## config.mk

```make
export PLATFORM = sky130hd
export DESIGN_NAME = prog_mem_ctrl
export DESIGN_NICKNAME = d
export VERILOG_FILES = /design/src/rtl/prog_mem_pkg.sv /design/src/rtl/prog_mem_ctrl_ld_addr_counter.sv /design/src/rtl/prog_mem_ctrl.sv
export SDC_FILE = /design/constraint.sdc
export NUM_CORES = 1
export LEC_CHECK = 0
export CAP_MARGIN = 20
export CORE_ASPECT_RATIO = 1.5
export CORE_UTILIZATION = 39
export DETAILED_ROUTE_END_ITERATION = 8
export PLACE_DENSITY = 0.84
export SLEW_MARGIN = 10
export SYNTH_ARGS = -nofsm -noshare
export SYNTH_HDL_FRONTEND = slang
export SYNTH_SLANG_ARGS = --single-unit
```

## constraint.sdc

```tcl
create_clock -name clk -period 1.6 [get_ports clk]
set_input_delay 0.24 -clock clk [delete_from_list [all_inputs] [get_ports clk]]
set_output_delay 0.24 -clock clk [all_outputs]
set_load 0.01 [all_outputs]
```

## src/rtl/prog_mem_pkg.sv

```systemverilog
// prog_mem_pkg
//   Shared definitions for the program-ROM controller: controller state
//   encoding, default ROM geometry and default load base address.
package prog_mem_pkg;

  typedef enum logic [2:0] {
    IDLE  = 3'd0,
    FETCH = 3'd1,
    FDONE = 3'd2,
    LOAD  = 3'd3,
    LEXIT = 3'd4
  } state_e;

  localparam int unsigned ADDR_W_DEF    = 15;
  localparam int unsigned ROM_BYTES     = 1 << ADDR_W_DEF;
  localparam int unsigned LOAD_BASE_DEF = 0;

endpackage

```

## src/rtl/prog_mem_ctrl_ld_addr_counter.sv

```systemverilog
// ld_addr_counter
//   Write-address and byte counter for a load session.
//   Ports:
//     clk, clr_n  - clock, synchronous active-low reset
//     load_base   - restart: address <= LOAD_BASE, count <= 0, full <= 0
//     inc         - one byte was written at the current address
//     addr        - current ROM write address
//     count       - bytes written since the last restart
//     full        - the byte at the top ROM address has been written
import prog_mem_pkg::*;

module ld_addr_counter #(
  parameter int unsigned ADDR_W    = ADDR_W_DEF,
  parameter int unsigned LOAD_BASE = LOAD_BASE_DEF
) (
  input  logic              clk,
  input  logic              clr_n,
  input  logic              load_base,
  input  logic              inc,
  output logic [ADDR_W-1:0] addr,
  output logic [ADDR_W:0]   count,
  output logic              full
);

  localparam logic [ADDR_W-1:0] BASE = ADDR_W'(LOAD_BASE);
  localparam logic [ADDR_W-1:0] TOP  = {ADDR_W{1'b1}};

  logic [ADDR_W-1:0] addr_q, addr_d;
  logic [ADDR_W:0]   count_q, count_d;
  logic              full_q, full_d;

  always_comb begin
    addr_d  = addr_q;
    count_d = count_q;
    full_d  = full_q;
    if (load_base) begin
      addr_d  = BASE;
      count_d = '0;
      full_d  = 1'b0;
    end else if (inc && !full_q) begin
      count_d = count_q + 1'b1;
      // Hold the address at the top instead of wrapping, so nothing can
      // ever point a stray write back at address 0.
      if (addr_q == TOP) begin
        full_d = 1'b1;
      end else begin
        addr_d = addr_q + 1'b1;
      end
    end
  end

  always_ff @(posedge clk) begin
    if (!clr_n) begin
      addr_q  <= BASE;
      count_q <= '0;
      full_q  <= 1'b0;
    end else begin
      addr_q  <= addr_d;
      count_q <= count_d;
      full_q  <= full_d;
    end
  end

  assign addr  = addr_q;
  assign count = count_q;
  assign full  = full_q;

endmodule

```

## src/rtl/prog_mem_ctrl.sv

```systemverilog
// prog_mem_ctrl
//   Sequencer/arbiter sharing a dual-read, single-write program ROM between
//   CPU instruction fetch (16-bit word from two byte ports) and a byte-stream
//   program loader. The loader wins ties; the CPU is stalled while loading.
//   Ports:
//     clk, clr_n                      - clock, synchronous active-low reset
//     fetch_req, pc                   - CPU fetch request / word address
//     instr, instr_valid              - fetched word, one-cycle valid pulse
//     cpu_stall                       - a load session owns the ROM
//     ld_req, ld_valid, ld_data       - loader session / byte handshake in
//     ld_ready, ld_done               - byte accept, end-of-session pulse
//     ld_overflow, ld_count           - sticky overflow, bytes written
//     rom_addr_a/b, rom_q_a/b         - ROM read ports (high/low byte)
//     rom_write_addr, rom_data,rom_we - ROM write port
//     rom_en_reg, rom_clr_reg_n       - ROM output register enable / clear
import prog_mem_pkg::*;

module prog_mem_ctrl #(
  parameter int unsigned ADDR_W    = ADDR_W_DEF,
  parameter int unsigned LOAD_BASE = LOAD_BASE_DEF
) (
  input  logic              clk,
  input  logic              clr_n,
  input  logic              fetch_req,
  input  logic [ADDR_W-2:0] pc,
  output logic [15:0]       instr,
  output logic              instr_valid,
  output logic              cpu_stall,
  input  logic              ld_req,
  input  logic              ld_valid,
  input  logic [7:0]        ld_data,
  output logic              ld_ready,
  output logic              ld_done,
  output logic              ld_overflow,
  output logic [ADDR_W:0]   ld_count,
  output logic [ADDR_W-1:0] rom_addr_a,
  output logic [ADDR_W-1:0] rom_addr_b,
  input  logic [7:0]        rom_q_a,
  input  logic [7:0]        rom_q_b,
  output logic [ADDR_W-1:0] rom_write_addr,
  output logic [7:0]        rom_data,
  output logic              rom_we,
  output logic              rom_en_reg,
  output logic              rom_clr_reg_n
);

  state_e            state_q, state_d;
  logic [ADDR_W-2:0] pc_q, pc_d;
  logic [15:0]       instr_q, instr_d;
  logic              ovf_q, ovf_d;
  logic              clr_hold_q, clr_hold_d;

  logic              cnt_load;
  logic              cnt_inc;
  logic              cnt_full;

  ld_addr_counter #(
    .ADDR_W    (ADDR_W),
    .LOAD_BASE (LOAD_BASE)
  ) u_ld_addr_counter (
    .clk       (clk),
    .clr_n     (clr_n),
    .load_base (cnt_load),
    .inc       (cnt_inc),
    .addr      (rom_write_addr),
    .count     (ld_count),
    .full      (cnt_full)
  );

  always_comb begin
    state_d     = state_q;
    pc_d        = pc_q;
    instr_d     = instr_q;
    ovf_d       = ovf_q;
    clr_hold_d  = 1'b0;
    cnt_load    = 1'b0;
    cnt_inc     = 1'b0;
    instr       = instr_q;
    instr_valid = 1'b0;
    rom_en_reg  = 1'b0;
    rom_we      = 1'b0;
    ld_ready    = 1'b0;
    ld_done     = 1'b0;
    cpu_stall   = 1'b0;

    case (state_q)
      IDLE: begin
        if (ld_req) begin
          state_d  = LOAD;
          cnt_load = 1'b1;
          ovf_d    = 1'b0;
        end else if (fetch_req) begin
          state_d = FETCH;
          pc_d    = pc;
        end
      end
      FETCH: begin
        rom_en_reg = 1'b1;
        state_d    = FDONE;
      end
      FDONE: begin
        // Present the ROM output directly this cycle and keep a copy so
        // instr stays stable until the next fetch completes.
        instr       = {rom_q_a, rom_q_b};
        instr_d     = {rom_q_a, rom_q_b};
        instr_valid = 1'b1;
        state_d     = IDLE;
      end
      LOAD: begin
        cpu_stall = 1'b1;
        // Gating with ld_req refuses a byte offered in the exit cycle.
        ld_ready  = ld_req && !cnt_full;
        if (ld_valid && ld_ready) begin
          rom_we  = 1'b1;
          cnt_inc = 1'b1;
        end
        if (ld_valid && cnt_full) begin
          ovf_d = 1'b1;
        end
        if (!ld_req) begin
          state_d = LEXIT;
        end
      end
      LEXIT: begin
        cpu_stall = 1'b1;
        ld_done   = 1'b1;
        state_d   = IDLE;
      end
      default: begin
        state_d = IDLE;
      end
    endcase
  end

  always_ff @(posedge clk) begin
    if (!clr_n) begin
      state_q    <= IDLE;
      pc_q       <= '0;
      instr_q    <= '0;
      ovf_q      <= 1'b0;
      clr_hold_q <= 1'b1;
    end else begin
      state_q    <= state_d;
      pc_q       <= pc_d;
      instr_q    <= instr_d;
      ovf_q      <= ovf_d;
      clr_hold_q <= clr_hold_d;
    end
  end

  assign rom_addr_a    = {pc_q, 1'b1};
  assign rom_addr_b    = {pc_q, 1'b0};
  assign rom_data      = ld_data;
  assign ld_overflow   = ovf_q;
  // Clear the ROM output register coming out of reset and after every load,
  // so an instruction read before the new image cannot leak out.
  assign rom_clr_reg_n = !(clr_hold_q || (state_q == LEXIT));

endmodule

```

==> flow_summary.json <==
{
  "die_h_um": 113,
  "reg2reg_depth": 6,
  "r2r_slack_ns": -0.21,
  "mostFrequentLayoutCells": "81 x clkdlybuf4s50_1, 52 x dfxtp_1, 51 x buf_4",
  "cap_violations": 0,
  "cts.sinks": 67,
  "max_freq_mhz": 524,
  "reg2reg_to": "u_ld_addr_counter.addr[9]",
  "num_antenna_cells": 0,
  "final_common_cell": "clkdlybuf4s50_1",
  "leakage_nw": 2.36,
  "p_sw_w": 0.00107,
  "clk_latency_ns": 0.34,
  "crit_buf_inv": 4,
  "portBuffers": 117,
  "die_area_sq_mm": 0.00858,
  "post-route-period-util_pct": 119,
  "ys.flop_type": "dfxtp_1",
  "syn_inst": 340,
  "worstSetupStartpointType": "flop",
  "period_minus_slack_ns": 1.91,
  "setup-violations-final": 31,
  "crit_end": "instr[9]",
  "skew_ns": 0.00702,
  "crit_cells": 6,
  "status": "finished, violations left",
  "ctsHoldBuffers": 0,
  "h-tree-depth": 3,
  "crit_type": "flop to output port",
  "first_global_vias": 3388,
  "track_usage_pct": 23.7,
  "slowest_delay_ns": 0.34,
  "antenna_found_initial": 0,
  "path_max_fanout": 8,
  "final_hold_viol_count": 0,
  "cp_data_arrival_time_ns": 1.67,
  "place.gp.congestion": 0.852,
  "grt_pass1_wl_um": 15900,
  "stdcell_count": 603,
  "hold_slack_ns": 0.480,
  "clk_pin_slew_worst_paths_ns": 0.05,
  "drive_above_1_share_pct": 35.7,
  "end_kind": "output port",
  "seq_area_frac_synth_pct": 41.9,
  "routed_wl_um": 10800,
  "start_util_pct": 40.0,
  "io_pins": 136,
  "dp_cells": 571,
  "crit_start": "state_q[1]",
  "crit_slowest_cell": "dfxtp_2",
  "hp-class": "input pin to output port",
  "cts_buffers": 9,
  "finalNetCount": 538,
  "firstDrtPassIters": 4,
  "p_seq_share_pct": 38.9,
  "synth-seq-cells": 67,
  "hpwl_um": 6060,
  "setup_slack_ns": -0.310,
  "syn_nets": 385,
  "route.detailed.wl_per_inst_um": 17.9,
  "crit_family": "buffers and inverters",
  "cts_tree": "built",
  "fp.coreArea_sq_mm": 0.00801,
  "rsz0062_at_grt": "yes",
  "drv_slew": 0,
  "drc": 0,
  "areaGrowthSynthToFinish_pct": 70.1,
  "r2r_start": "state_q[2]",
  "cp_common_cell": "buf_6",
  "pwr-share-clk_pct": 43.7,
  "synthArstFlopShare_pct": 0,
  "pwr-share-comb_pct": 17.4,
  "synth-edff-count": 0,
  "ys_types": 49,
  "finalSetupTns_ns": -6.39,
  "clockBufferDepth": 2,
  "crit_chain": "inv_2 -> nor3_4 -> buf_6 -> buf_16 -> mux2_4 -> buf_6",
  "drt_iter0_drc": 216,
  "violations": "negative setup slack",
  "grt_max_degree": 19,
  "yosys_warnings": 0,
  "viasPerCell": 5.43,
  "root_buffer": "clkbuf_16",
  "fin_util_pct": 68.0,
  "p_per_area_mw_per_mm2": 826,
  "syn_avg_cell_area_sq_um": 9.42,
  "p_int_w": 0.00343,
  "via_count": 3272,
  "netlist_area_sq_mm": 0.00320,
  "overflow": 0,
  "worst_slew_pin_slew_ns": 0.629,
  "cp.required_ns": 1.36,
  "ant_nets": 0,
  "ir_drop_mv": 0.747,
  "swShare_pct": 23.8,
  "fp-row-count": 40,
  "relSlewSlack_pct": 57.7,
  "dieWidth_um": 76.0
}
[state kept, by name, summed over array words and instances (netlist names)]
| name | cells |
|---|---|
| u_ld_addr_counter.full | 1 |
| clr_hold_q | 1 |
| instr_q | 16 |
| pc_q | 14 |
| u_ld_addr_counter.addr | 15 |
| u_ld_addr_counter.count | 16 |
| ld_overflow | 1 |
| state_q | 3 |
[cells by family after synthesis]
kind of cell	Yosys count	synth area share (%)
other	2	0.235
muxes	33	10.9
DFF	67	41.9
adders and majority gates	3	1.09
buffers and inverters	46	8.99
AOI/OAI and AO/OA	53	10.5
xor gates and xnor gates	6	1.64
and+or+nand+nor	130	24.7
[worst reg2reg max path, stage by stage, from the launching register on]
cell and delay [ns]:
dfxtp_4 0.35, buf_4 0.13, buf_6 0.13, and4bb_2 0.35
nand4_4 0.16, or4_4 0.51, a21oi_2 0.12
[cells in the mapped netlist, types with 7 or more instances]
cell | number | area [sq um]
nand3_1 | 8 | 40.0
nand2_1 | 18 | 67.6
buf_2 | 8 | 40.0
or3_1 | 8 | 50.1
a21oi_1 | 18 | 90.1
nand4_1 | 7 | 43.8
buf_4 | 26 | 195
mux2_2 | 16 | 180
dfxtp_1 | 67 | 1340
and2_1 | 18 | 113
or4_1 | 8 | 60.1
nor2_1 | 27 | 101
inv_1 | 8 | 30.0
o31ai_1 | 9 | 67.6
mux2i_1 | 17 | 170
and4_1 | 7 | 61.3
o21ai_0 | 10 | 50.1
[stage by stage]
stage / area, sq um / setup slack, ns / total power (W)
2_1_floorplan: 3250 / 0.00247 / 0.00211
3_3_place_gp: 4680 / -0.374 / 0.00241
3_5_place_dp: 4680 / -0.388 / 0.00242
4_1_cts: 5170 / -0.306 / 0.00445
5_1_grt: 5450 / -0.339 / 0.00462
6_report: 5450 / -0.310 / 0.00450
[what timing repair did]
item | 4_1_cts | 5_1_grt
setup endpoints to repair | 61 | 60
setup buffers | 8 | 8
resized for setup | 141 | 72
pin swaps | 13 | 14
gates cloned | 2 | 0
[metal layers]
metal,GRT usage (%),wire [um],vias to the layer above,share of wire (%)
met4,16.0,546,0,5.1
met2,44.5,5780,156,54
met5,0,0,-,0
met3,6.69,683,59,6.3
li1,-,-,1513,-
met1,22.1,3770,1544,35
[worst min-delay path by stage]
stage	end	startpoint	cells after the start
floorplan	state_q[2]	ld_req	1
global placement	ld_overflow	ld_overflow	2
detailed placement	ld_overflow	ld_overflow	2
CTS	state_q[2]	ld_req	3
global route	state_q[2]	ld_req	3
finish	rom_data[0]	ld_data[0]	0
[area by class of cell]
cell class	instances	area, sq um
clock inverter	2	35.0
timing repair buffer	180	1760
multi-input combinational	227	1870
fill	543	2560
inverter	8	30.0
tap	105	131
sequential	67	1370
clock buffer	14	254
[power groups by stage]
| stage | Sequential (W) | Combinational [W] | Clock, W |
|---|---|---|---|
| after floorplan | 0.00178 | 0.000331 | 0 |
| final | 0.00175 | 0.000782 | 0.00197 |
| after detailed placement | 0.00178 | 0.000638 | 0 |
| after CTS | 0.00175 | 0.000734 | 0.00196 |
| after global placement | 0.00178 | 0.000627 | 0 |
| after global routing | 0.00176 | 0.000820 | 0.00204 |
(Power assumes the default switching activity.)
==> RTL change (config.mk and constraints unchanged) <==
`ADDR_W_DEF`: 15 -> 16.
--- a/src/rtl/prog_mem_pkg.sv
+++ b/src/rtl/prog_mem_pkg.sv
@@ -12,5 +12,5 @@
   } state_e;
 
-  localparam int unsigned ADDR_W_DEF    = 15;
+  localparam int unsigned ADDR_W_DEF    = 16;
   localparam int unsigned ROM_BYTES     = 1 << ADDR_W_DEF;
   localparam int unsigned LOAD_BASE_DEF = 0;
Interface: changed (5 resized); port bits go from 136 to 141. The function was not compared with the original's and may differ.
==> RTL change against the unedited design <==
Area after synthesis grew 2.8%. Design area increased by 7.2%. Critical path type is now register to register. Routed wire length grew 1.2%. Setup slack worse by 8.7 ps. Global-route usage is 0.84 points lower. Sequential cell count is 3 higher. Power grew 0.88%. The flow still finishes with violations (setup timing).
==> RTL change: results (changes against the unedited design) <==
Clock tree
  – H-tree lvl count: 3 (unchanged)
  – Clock Latency Late Sink: about 330 ps
  – CTS max path bufs: 2 (unchanged)
  – Root buffer cell: clkbuf_16
  – Clock Pin Slew Worst Setup and Hold Paths: 60 ps
  – CTS Buf Count: 9 (unchanged)

Routing
  – Initial DRC count: 167 (-23%)
  – DR pass1 iterations: 4 (unchanged)
  – Detailed Route WL: 10900 um (+1.2%)
  – Detail Route Antenna Nets: 0 (unchanged)
  – Vias: 3447 (+5.3%)

Place
  – IO Port Bufs: 122 (+4.3%)
  – Placement Cell Area: 5010 um^2 (+7.1%)
  – Pre-CTS WS: -674 ps (-285 ps)
  – Placer Congestion: 0.861 (+1.1%)
  – Post-DP HPWL: 6770 um (+12%)

Logic synthesis
  – Commonest cells in the netlist: 70 x dfxtp_1, 29 x nor2_1, 26 x buf_4, 20 x a21oi_1, 18 x nand2_1
  – Post-synthesis mux area share: 0.106 (-0.00295)
  – Synth warnings: 0 (unchanged)
  – Netlist cell types: 50 (+2.0%)
  – Ys async rst share: 0 (unchanged)
  – XOR/XNOR Fraction of Synth Area: 0.0160 (-0.000443)
  – Largest cells by area after synthesis: dfxtp_1 43%, buf_4 5.9%, mux2_2 5.5%
  – Post-synthesis sequential area ratio: 0.426 (+0.00694)
  – Compound-Gate Fraction of Synth Area: 0.100 (-0.00473)
  – Synthesized net count: 403 (+4.7%)
  – Synth Area in Adders: 0.0106 (-0.000295)

Flow run
  – Max-cap viol count: 0 (unchanged)

Timing
  – Final setup vio count: 42 (+35%)
  – Setup TNS: -7580 ps (-1190 ps)
  – PnR worst setup slack: -319 ps (-8.71 ps)
  – Final Skew: 6.67 ps (-0.345 ps)

Worst setup path
  – Critical Path Slowest Stage Cell: or4_4
  – Critical Path Max Stage Delay: 550 ps (+210 ps)
  – Worst path top cell family by delay: simple AND/OR/NAND/NOR gates
  – Maximum fanout along the worst path: 4 (-4)
  – Crit path DAT: 2180 ps (+510 ps)

Finish
  – Diodes inserted: 0 (unchanged)
  – Most flops, register: u_ld_addr_counter.count
  – Max reg flops: 17
  – Layout cells sized above 1: 0.381 (+0.0236)
  – # nets final: 579 (+7.6%)
  – Fill cells: 579 (+6.6%)

Global route
  – Largest net degree at the start of global routing: 20 (+1)
  – Number of antenna violations at the first check in global routing: 0 (unchanged)
  – GRT Total Usage: 0.229 (-0.00835)
  – Global-route wire length before repair: 15800 um (-0.65%)

Run status
  – Run status: complete, but fails checks
  – Failing checks: setup timing

Pwr
  – Net Sw Power: 1.09 mW (+1.8%)
  – VDD IR-drop max: 569 uV (-24%)
  – Leak: 2.66 nW (+13%)

Worst hold path
  – Worst min-delay path class: primary input to register
==> RTL change: changes by cell type in the layout (fill, tap and decap cells not counted), moves of 5 or more <==
cell | before | now
buf_4 | 51 | 65
dlymetal6s2s_1 | 9 | 17
buf_6 | 26 | 32
nor2_1 | 22 | 28
dfxtp_4 | 3 | 8
nand4_1 | 7 | 12
o31ai_1 | 9 | 4
==> RTL change: through the flow <==
step | hold slack, ps | instances
detailed placement | 472 | 608
global placement | 462 | 608
global route | 437 | 643
floorplan | 362 | 357
CTS | 350 | 638
finish | 423 | 643
==> RTL change: worst paths after layout <==
| path | startpoint | endpoint | slack, ps | cells after the start |
|---|---|---|---|---|
| min reg2reg | u_ld_addr_counter.count[15] | u_ld_addr_counter.count[15] | 490 | 2 |
| min | ld_valid | ld_overflow | 420 | 3 |
| max | u_ld_addr_counter.full | u_ld_addr_counter.addr[8] | -320 | 5 |
| max reg2reg | u_ld_addr_counter.full | u_ld_addr_counter.addr[8] | -320 | 5 |
==> RTL change: routing by layer <==
metal  part of all wire  up-vias  GRT usage
met5                  0        -          0
met4              0.031        0      0.111
met3              0.057       35     0.0574
met2               0.54      149      0.432
met1               0.37     1660      0.232
li1                   -     1603          -
==> RTL change: worst reg2reg max path, cell delays in order, from the launching register on <==
cell	delay (ps)
dfxtp_2	350
nand3b_1	230
buf_4	210
or4_4	550
or3_4	350
a21oi_2	150
==> RTL change: logic make-up (layout without fill, tap and decap cells) <==
| group | count (synthesis) | after routing |
|---|---|---|
| flops | 70 | 70 |
| fa+ha+maj | 3 | 3 |
| simple gates | 139 | 139 |
| buf+inv | 51 | 232 |
| mux | 33 | 33 |
| compound gates | 53 | 53 |
| xor+xnor | 6 | 6 |
| other cells | 2 | 2 |
==> RTL change: power by group through the flow <==
| stage | Clock, mW | Sequential [mW] | Combinational, mW |
|---|---|---|---|
| after CTS | 1.96 | 1.82 | 0.764 |
| after global placement | 0 | 1.86 | 0.635 |
| after floorplan | 0 | 1.85 | 0.343 |
| after global routing | 2.07 | 1.82 | 0.819 |
| final | 1.95 | 1.82 | 0.777 |
| after detailed placement | 0 | 1.86 | 0.649 |
==> RTL change: timing repair <==
| action | in CTS | in global routing |
|---|---|---|
| setup buffers | 12 | 8 |
| setup endpoints to repair | 56 | 73 |
| cloned | 2 | 0 |
| pin swaps | 22 | 8 |
| gates resized for setup | 166 | 49 |
==> RTL change: cell type report <==
cell class / instances / area, um^2 / area share
Clock buffer: 11 / 233 / 0.0398
Clock inverter: 5 / 50.0 / 0.00857
Inverter: 10 / 40.0 / 0.00686
Multi-Input combinational cell: 236 / 1940 / 0.331
Sequential cell: 70 / 1440 / 0.247
Tap cell: 105 / 131 / 0.0225
Timing Repair Buffer: 206 / 2010 / 0.344
